File: config.mk
export PLATFORM = sky130hd
export DESIGN_NAME = psum_sram_reader
export DESIGN_NICKNAME = d
export VERILOG_FILES = /design/src/rtl/psum_pkg.sv /design/src/rtl/psum_skid_fifo.sv /design/src/rtl/psum_sram_reader.sv
export SDC_FILE = /design/constraint.sdc
export NUM_CORES = 1
export LEC_CHECK = 0
export CAP_MARGIN = 0
export CORE_UTILIZATION = 35
export CTS_CLUSTER_SIZE = 8
export DETAILED_ROUTE_END_ITERATION = 8
export MAX_ROUTING_LAYER = met4
export PLACE_DENSITY = 0.69
export SLEW_MARGIN = 40
export SYNTH_ARGS = -nofsm -noshare
export SYNTH_HDL_FRONTEND = slang
export SYNTH_SLANG_ARGS = --single-unit
File: constraint.sdc
create_clock -name clk -period 11.7 [get_ports clk]
set_clock_uncertainty 0.2 [all_clocks]
set_input_delay 1.755 -clock clk [delete_from_list [all_inputs] [get_ports clk]]
set_output_delay 1.755 -clock clk [all_outputs]
set_load 0.005 [all_outputs]
File: src/rtl/psum_pkg.sv
// psum_pkg: shared widths, FSM states, buffer entry type and the ReLU lane helper for the psum read-out path
package psum_pkg;
  localparam int PSUM_BW = 16;
  localparam int COL = 8;
  localparam int ROW_W = COL * PSUM_BW;
  localparam int SRAM_NUM = 2048;
  localparam int ADDR_W = $clog2(SRAM_NUM);
  localparam int CNT_W = ADDR_W + 1;
  typedef enum logic [1:0] {IDLE, RUN, FLUSH, DONE} state_t;
  typedef struct packed {
    logic last;
    logic [ROW_W-1:0] data;
  } entry_t;
  function automatic logic [ROW_W-1:0] relu_row(input logic [ROW_W-1:0] row, input logic en);
    relu_row = row;
    for (int i = 0; i < COL; i++)
      if (en && row[i*PSUM_BW+PSUM_BW-1]) relu_row[i*PSUM_BW +: PSUM_BW] = '0;
  endfunction
endpackage

File: src/rtl/psum_skid_fifo.sv
// psum_skid_fifo: 2-entry FIFO of {last, data}; push and pop may occur in the same cycle
module psum_skid_fifo
  import psum_pkg::*;
(
  input  logic       clk,
  input  logic       reset,
  input  logic       push,
  input  logic       pop,
  input  entry_t     din,
  output entry_t     dout,
  output logic [1:0] occ,
  output logic       full,
  output logic       empty
);
  entry_t mem [2];
  logic wp, rp;
  always_ff @(posedge clk) begin
    if (reset) begin
      mem[0] <= '0;
      mem[1] <= '0;
      wp <= 1'b0;
      rp <= 1'b0;
      occ <= 2'd0;
    end else begin
      if (push) mem[wp] <= din;
      wp <= wp ^ push;
      rp <= rp ^ pop;
      occ <= occ + {1'b0, push} - {1'b0, pop};
    end
  end
  assign dout = mem[rp];
  assign full = occ == 2'd2;
  assign empty = occ == 2'd0;
endmodule

File: src/rtl/psum_sram_reader.sv
// psum_sram_reader: streams psum SRAM rows out over valid/ready, hiding the 1-cycle read latency with a 2-entry buffer
module psum_sram_reader
  import psum_pkg::*;
(
  input  logic              clk,
  input  logic              reset,
  input  logic              start,
  input  logic [ADDR_W-1:0] base_addr,
  input  logic [CNT_W-1:0]  count,
  input  logic              relu_en,
  output logic              busy,
  output logic              done,
  output logic              sram_cen,
  output logic              sram_ren,
  output logic [ADDR_W-1:0] sram_ra,
  input  logic [ROW_W-1:0]  sram_q,
  output logic              out_valid,
  input  logic              out_ready,
  output logic [ROW_W-1:0]  out_data,
  output logic              out_last
);
  state_t state, state_n;
  logic [ADDR_W-1:0] ptr;
  logic [CNT_W-1:0] cnt, issued;
  logic relu_q, inflight, inflight_last, pop, credit, last_issue, full, empty;
  logic [1:0] occ;
  entry_t din, head;
  assign pop = out_valid & out_ready;
  // a read may issue only if buffer + in-flight, after this cycle's pop, leaves a free slot
  assign credit = inflight ? (occ == 2'd0 || (occ == 2'd1 && pop)) : (!full || pop);
  assign last_issue = issued == cnt - CNT_W'(1);
  always_ff @(posedge clk) state <= reset ? IDLE : state_n;
  always_comb begin
    state_n = state == IDLE  ? (start ? (count == '0 ? DONE : RUN) : IDLE) :
              state == RUN   ? (sram_ren && last_issue ? FLUSH : RUN) :
              state == FLUSH ? (empty && !inflight ? DONE : FLUSH) : IDLE;
  end
  always_comb begin
    busy = state == RUN || state == FLUSH;
    done = state == DONE;
    sram_ren = state == RUN && credit;
    sram_cen = !sram_ren;
  end
  always_ff @(posedge clk) begin
    if (reset) begin
      ptr <= '0;
      cnt <= '0;
      issued <= '0;
      relu_q <= 1'b0;
      inflight <= 1'b0;
      inflight_last <= 1'b0;
    end else begin
      if (state == IDLE && start) begin
        ptr <= base_addr;
        cnt <= count > CNT_W'(SRAM_NUM) ? CNT_W'(SRAM_NUM) : count;
        relu_q <= relu_en;
        issued <= '0;
      end else if (sram_ren) begin
        ptr <= ptr == ADDR_W'(SRAM_NUM - 1) ? '0 : ptr + 1'b1;
        issued <= issued + 1'b1;
      end
      inflight <= sram_ren;
      inflight_last <= sram_ren && last_issue;
    end
  end
  assign sram_ra = ptr;
  assign din = '{last: inflight_last, data: relu_row(sram_q, relu_q)};
  psum_skid_fifo u_fifo (
    .clk  (clk),
    .reset(reset),
    .push (inflight),
    .pop  (pop),
    .din  (din),
    .dout (head),
    .occ  (occ),
    .full (full),
    .empty(empty)
  );
  assign out_valid = !empty;
  assign out_data = head.data;
  assign out_last = head.last;
endmodule

==> results.md <==
Synthesis:
- In the post-synthesis netlist, the cell with the most instances is sky130_fd_sc_hd__edfxtp_1.
- The share of the Yosys chip area taken by registers is 0.637.
- The synthesized netlist net count is 1177.
- The cell accounting for the most synthesized area is sky130_fd_sc_hd__edfxtp_1.
- Dividing the synthesized area by the synthesized cell count gives 13.4 um^2.
- Ranked by instance count, the synthesized netlist is headed by 258 x sky130_fd_sc_hd__edfxtp_1, 246 x sky130_fd_sc_hd__and3_1, 129 x sky130_fd_sc_hd__mux2_2.
- The post-synthesis instance area is between 10000 and 15000 um^2.
- The number of library cell types mapped by synthesis is 51.
- After synthesis, the share of flip-flops with an asynchronous set or reset is 0.
- The number of warnings printed during yosys synthesis is 0.
- The register bit total from synthesis is 302.
- The most common flop cell mapped by yosys is sky130_fd_sc_hd__edfxtp_1.
- The share of the synthesized area in the top cell type is 0.572.
- In this run, synthesis inferred 258 flip-flops with an integrated enable.
- By area the synthesized netlist is led by sky130_fd_sc_hd__edfxtp_1 57%, sky130_fd_sc_hd__and3_1 11%, sky130_fd_sc_hd__mux2_2 11%, sky130_fd_sc_hd__dfxtp_1 6.5%, sky130_fd_sc_hd__clkbuf_1 1.9%.
- The synthesized netlist cell count is 1012.

Clock network:
- The cell sitting at the root of the clock tree is a sky130_fd_sc_hd__clkbuf_16.
- Clock tree synthesis found a total of 302 sinks.
- In this run, post-CTS hold repair placed 0 buffers.
- Clock tree synthesis inserted a total of 43 buffers.
- TritonCTS built the clock tree.
- The number of buffers inserted by post-CTS setup repair is 0.
- The H-tree was split into 2 levels.
- The buffer levels on the longest clock path is 3.
- The later-pin clock latency in the skew report is 0.52 ns.
- Gates resized during post-CTS repair numbered 0.
- The clock-pin slew reported for the worst setup and hold paths after clock tree synthesis is about 0.05 ns.

Route:
- Using the TritonRoute via totals, the vias-per-cell ratio works out to 5.09.
- The first routing iteration left 474 violations.
- The average wire per standard cell is 18.7 um.
- The post-route antenna net violation count is 0.
- The detailed-routing iteration count for the pre-antenna-repair pass is 5.
- Across all layers, the routed design uses 9289 vias.
- The final routed DRC violation total is 0.
- The routed wire length is 34.0 mm.

Final layout:
- Of the cells placed in the final design, the portion with a size suffix greater than 1 is 0.157.
- Fill cells in the final layout number 3328.
- The net total in the final layout is 1462.
- The area growth from synthesis to layout is 35.1%.
- Once layout is complete, the utilization of the core stands at 0.484.

Floorplan:
- The floorplan has 71 rows.
- The total area inside the core boundary comes to 37800 um^2.
- The die covers 39500 um^2.
- The die outline height is 199 um.
- The starting density of the core is 0.358.
- 301 I/O pins were placed.
- In this run the horizontal extent of the chip is roughly 200 um.

STA:
- At the pin with the least slew margin, the transition time is 0.787 ns.
- The maximum clock frequency is 184 MHz.
- Once routing completed, OpenROAD measured the worst setup slack at 6.25 ns.
- In the finished design, the share of the clock period the worst path needs comes to 0.466.
- The final number of hold-violating endpoints is 0.
- Setup violations remaining at the end of the flow were counted as 0.
- The post-route setup TNS is 0 ns.
- The worst pin sits at a relative slew slack of 0.474.
- Setup repair after global routing left no endpoint under its margin.
- The minimum clock period after layout is 5.45 ns.
- The total count of max-transition violations in the final report is 0.
- Hold timing on the final database bottoms out at a slack of 0.270 ns.

Global routing:
- The first global-routing pass estimated approximately 52 mm of wire.
- The initial antenna violation count was 2.
- The via count of the first global-routing pass is 9418.
- The aggregate global routing overflow is 0.
- For this run, the total global-route usage over all layers was measured as 0.175.
- Entering global routing, the biggest net connects 73 pins.

Setup path:
- The family with the most delay on the worst path is buffers and inverters.
- The largest fanout of any net on the critical path is 10.
- The launching element type of the critical path is a primary input.
- The worst path arrival time is ~3.5 ns.
- The critical path contains buffers and inverters numbering 3 combined.
- On the critical path, the stage with the largest delay is an instance of sky130_fd_sc_hd__clkdlybuf4s50_1.
- The critical path's most frequent cell is sky130_fd_sc_hd__clkdlybuf4s50_1.
- The delay contributed by the slowest stage of the critical path is 0.49 ns.
- The signal on the critical path passes through clkdlybuf4s50_1, o21ba_2, o221ai_4, inv_4, clkdlybuf4s50_1.
- The kind of critical path is primary input to primary output.
- The cell depth of the worst setup path is 5.
- For the worst setup path, the data required time is a little under 10 ns.
- The depth of the worst register-to-register path is 5.
- The type of element capturing the critical path is a primary output.

Hold path:
- The worst hold path stage count is 2.
- The tightest min-delay check is of the register to register type.

Status:
- The run finished with clean final reports.

Power and ir drop:
- The power density of the placed cells is 166 nW/um^2.
- The worst-case IR drop observed on VDD is ~98 uV.
- The reported leakage power is 7.44 nW.

Job:
- The tool flagged a number of max-cap violations equal to 0.

Placed design:
- The wire-length estimate of the detail-placed layout is between 20 and 25 mm.
- The pre-CTS worst setup slack is 6.25 ns.
- At the end of routability-driven placement, the weighted congestion stood at roughly 0.86.
- The number of buffer cells added on primary ports is 300.
routing by layer:
| metal | track usage | vias up | wire (um) |
|---|---|---|---|
| li1 | - | 4372 | - |
| met1 | 0.209 | 4570 | 13900 |
| met2 | 0.287 | 287 | 16700 |
| met3 | 0.0466 | 60 | 2660 |
| met4 | 0.0536 | 0 | 785 |
| met5 | - | - | 0 |
logic make-up (layout without fill, tap and decap cells):
kind of cell,count (synthesis),count (layout),share of synthesized area
AND/OR/NAND/NOR,405,405,0.175
other,0,1,0
multiplexers,129,129,0.107
flip-flops,302,302,0.637
adder cells (fa/ha/maj),9,9,0.00832
buffers and inverters,83,384,0.0233
XOR/XNOR,32,32,0.0207
AO/OA/AOI/OAI,52,52,0.0280
state kept, by name (all words and copies together) (netlist names):
| signal | count |
|---|---|
| cnt | 12 |
| issued | 12 |
| u_fifo.wp | 1 |
| state | 2 |
| sram_ra | 11 |
| u_fifo.rp | 1 |
| inflight_last | 1 |
| u_fifo.occ | 2 |
| inflight | 1 |
| u_fifo.mem | 258 |
| relu_q | 1 |
power breakdown:
group / leakage, nW / internal (mW) / switching [mW]
sequential: 3.04 / 1.23 / 0.0385
combinational: 3.82 / 0.392 / 0.248
clock: 0.579 / 0.694 / 0.427
worst register-to-register path, stage by stage (launching register included):
cell and delay, ns:
sky130_fd_sc_hd__dfxtp_1 0.48, sky130_fd_sc_hd__nand2_1 0.26, sky130_fd_sc_hd__nand2b_4 0.23, sky130_fd_sc_hd__buf_4 0.48
sky130_fd_sc_hd__buf_12 0.29, sky130_fd_sc_hd__buf_6 0.52
placed cells by master (no fill, tap or decap), drive strengths merged, types with 9 or more instances in the layout:
master,synthesis,routed
clkdlybuf4s50,0,300
edfxtp,258,258
and3,246,246
mux2,129,129
clkbuf,67,61
dfxtp,44,44
nand2,41,41
nor2,36,36
and2,20,20
xnor2,19,19
xor2,13,13
nand4,13,13
buf,5,12
inv,11,11
o21ai,11,11
a21oi,10,10
nor3,10,10
ha,9,9
final cells by class:
class,instances,area [um^2],area share
multi-input cells,627,4650,0.254
repair buffers,312,3130,0.171
well taps,511,639,0.0349
inverters,11,43.8,0.00239
diodes,1,2.50,0.000137
clock buffers,61,1200,0.0654
flip-flops and latches,302,8630,0.472
stage by stage:
stage | instances | cell area, um^2 | total power, mW
final | 1825 | 18300 | 3.03
after global routing | 1825 | 18300 | 3.16
after CTS | 1824 | 18300 | 3.08
after detailed placement | 1763 | 17100 | 1.94
after global placement | 1761 | 17000 | 1.93
after floorplan | 1012 | 13500 | 1.58
final timing paths:
check / from / slack, ns / end
max: out_ready / 6.25 / sram_ren
min: cnt[11]$_SDFFE_PP0P_ / 0.27 / cnt[11]$_SDFFE_PP0P_
max reg2reg: inflight$_SDFF_PP0_ / 8.79 / u_fifo.mem[1][109]$_SDFFCE_PN0P_
min reg2reg: cnt[11]$_SDFFE_PP0P_ / 0.27 / cnt[11]$_SDFFE_PP0P_
(Power assumes the default switching activity.)
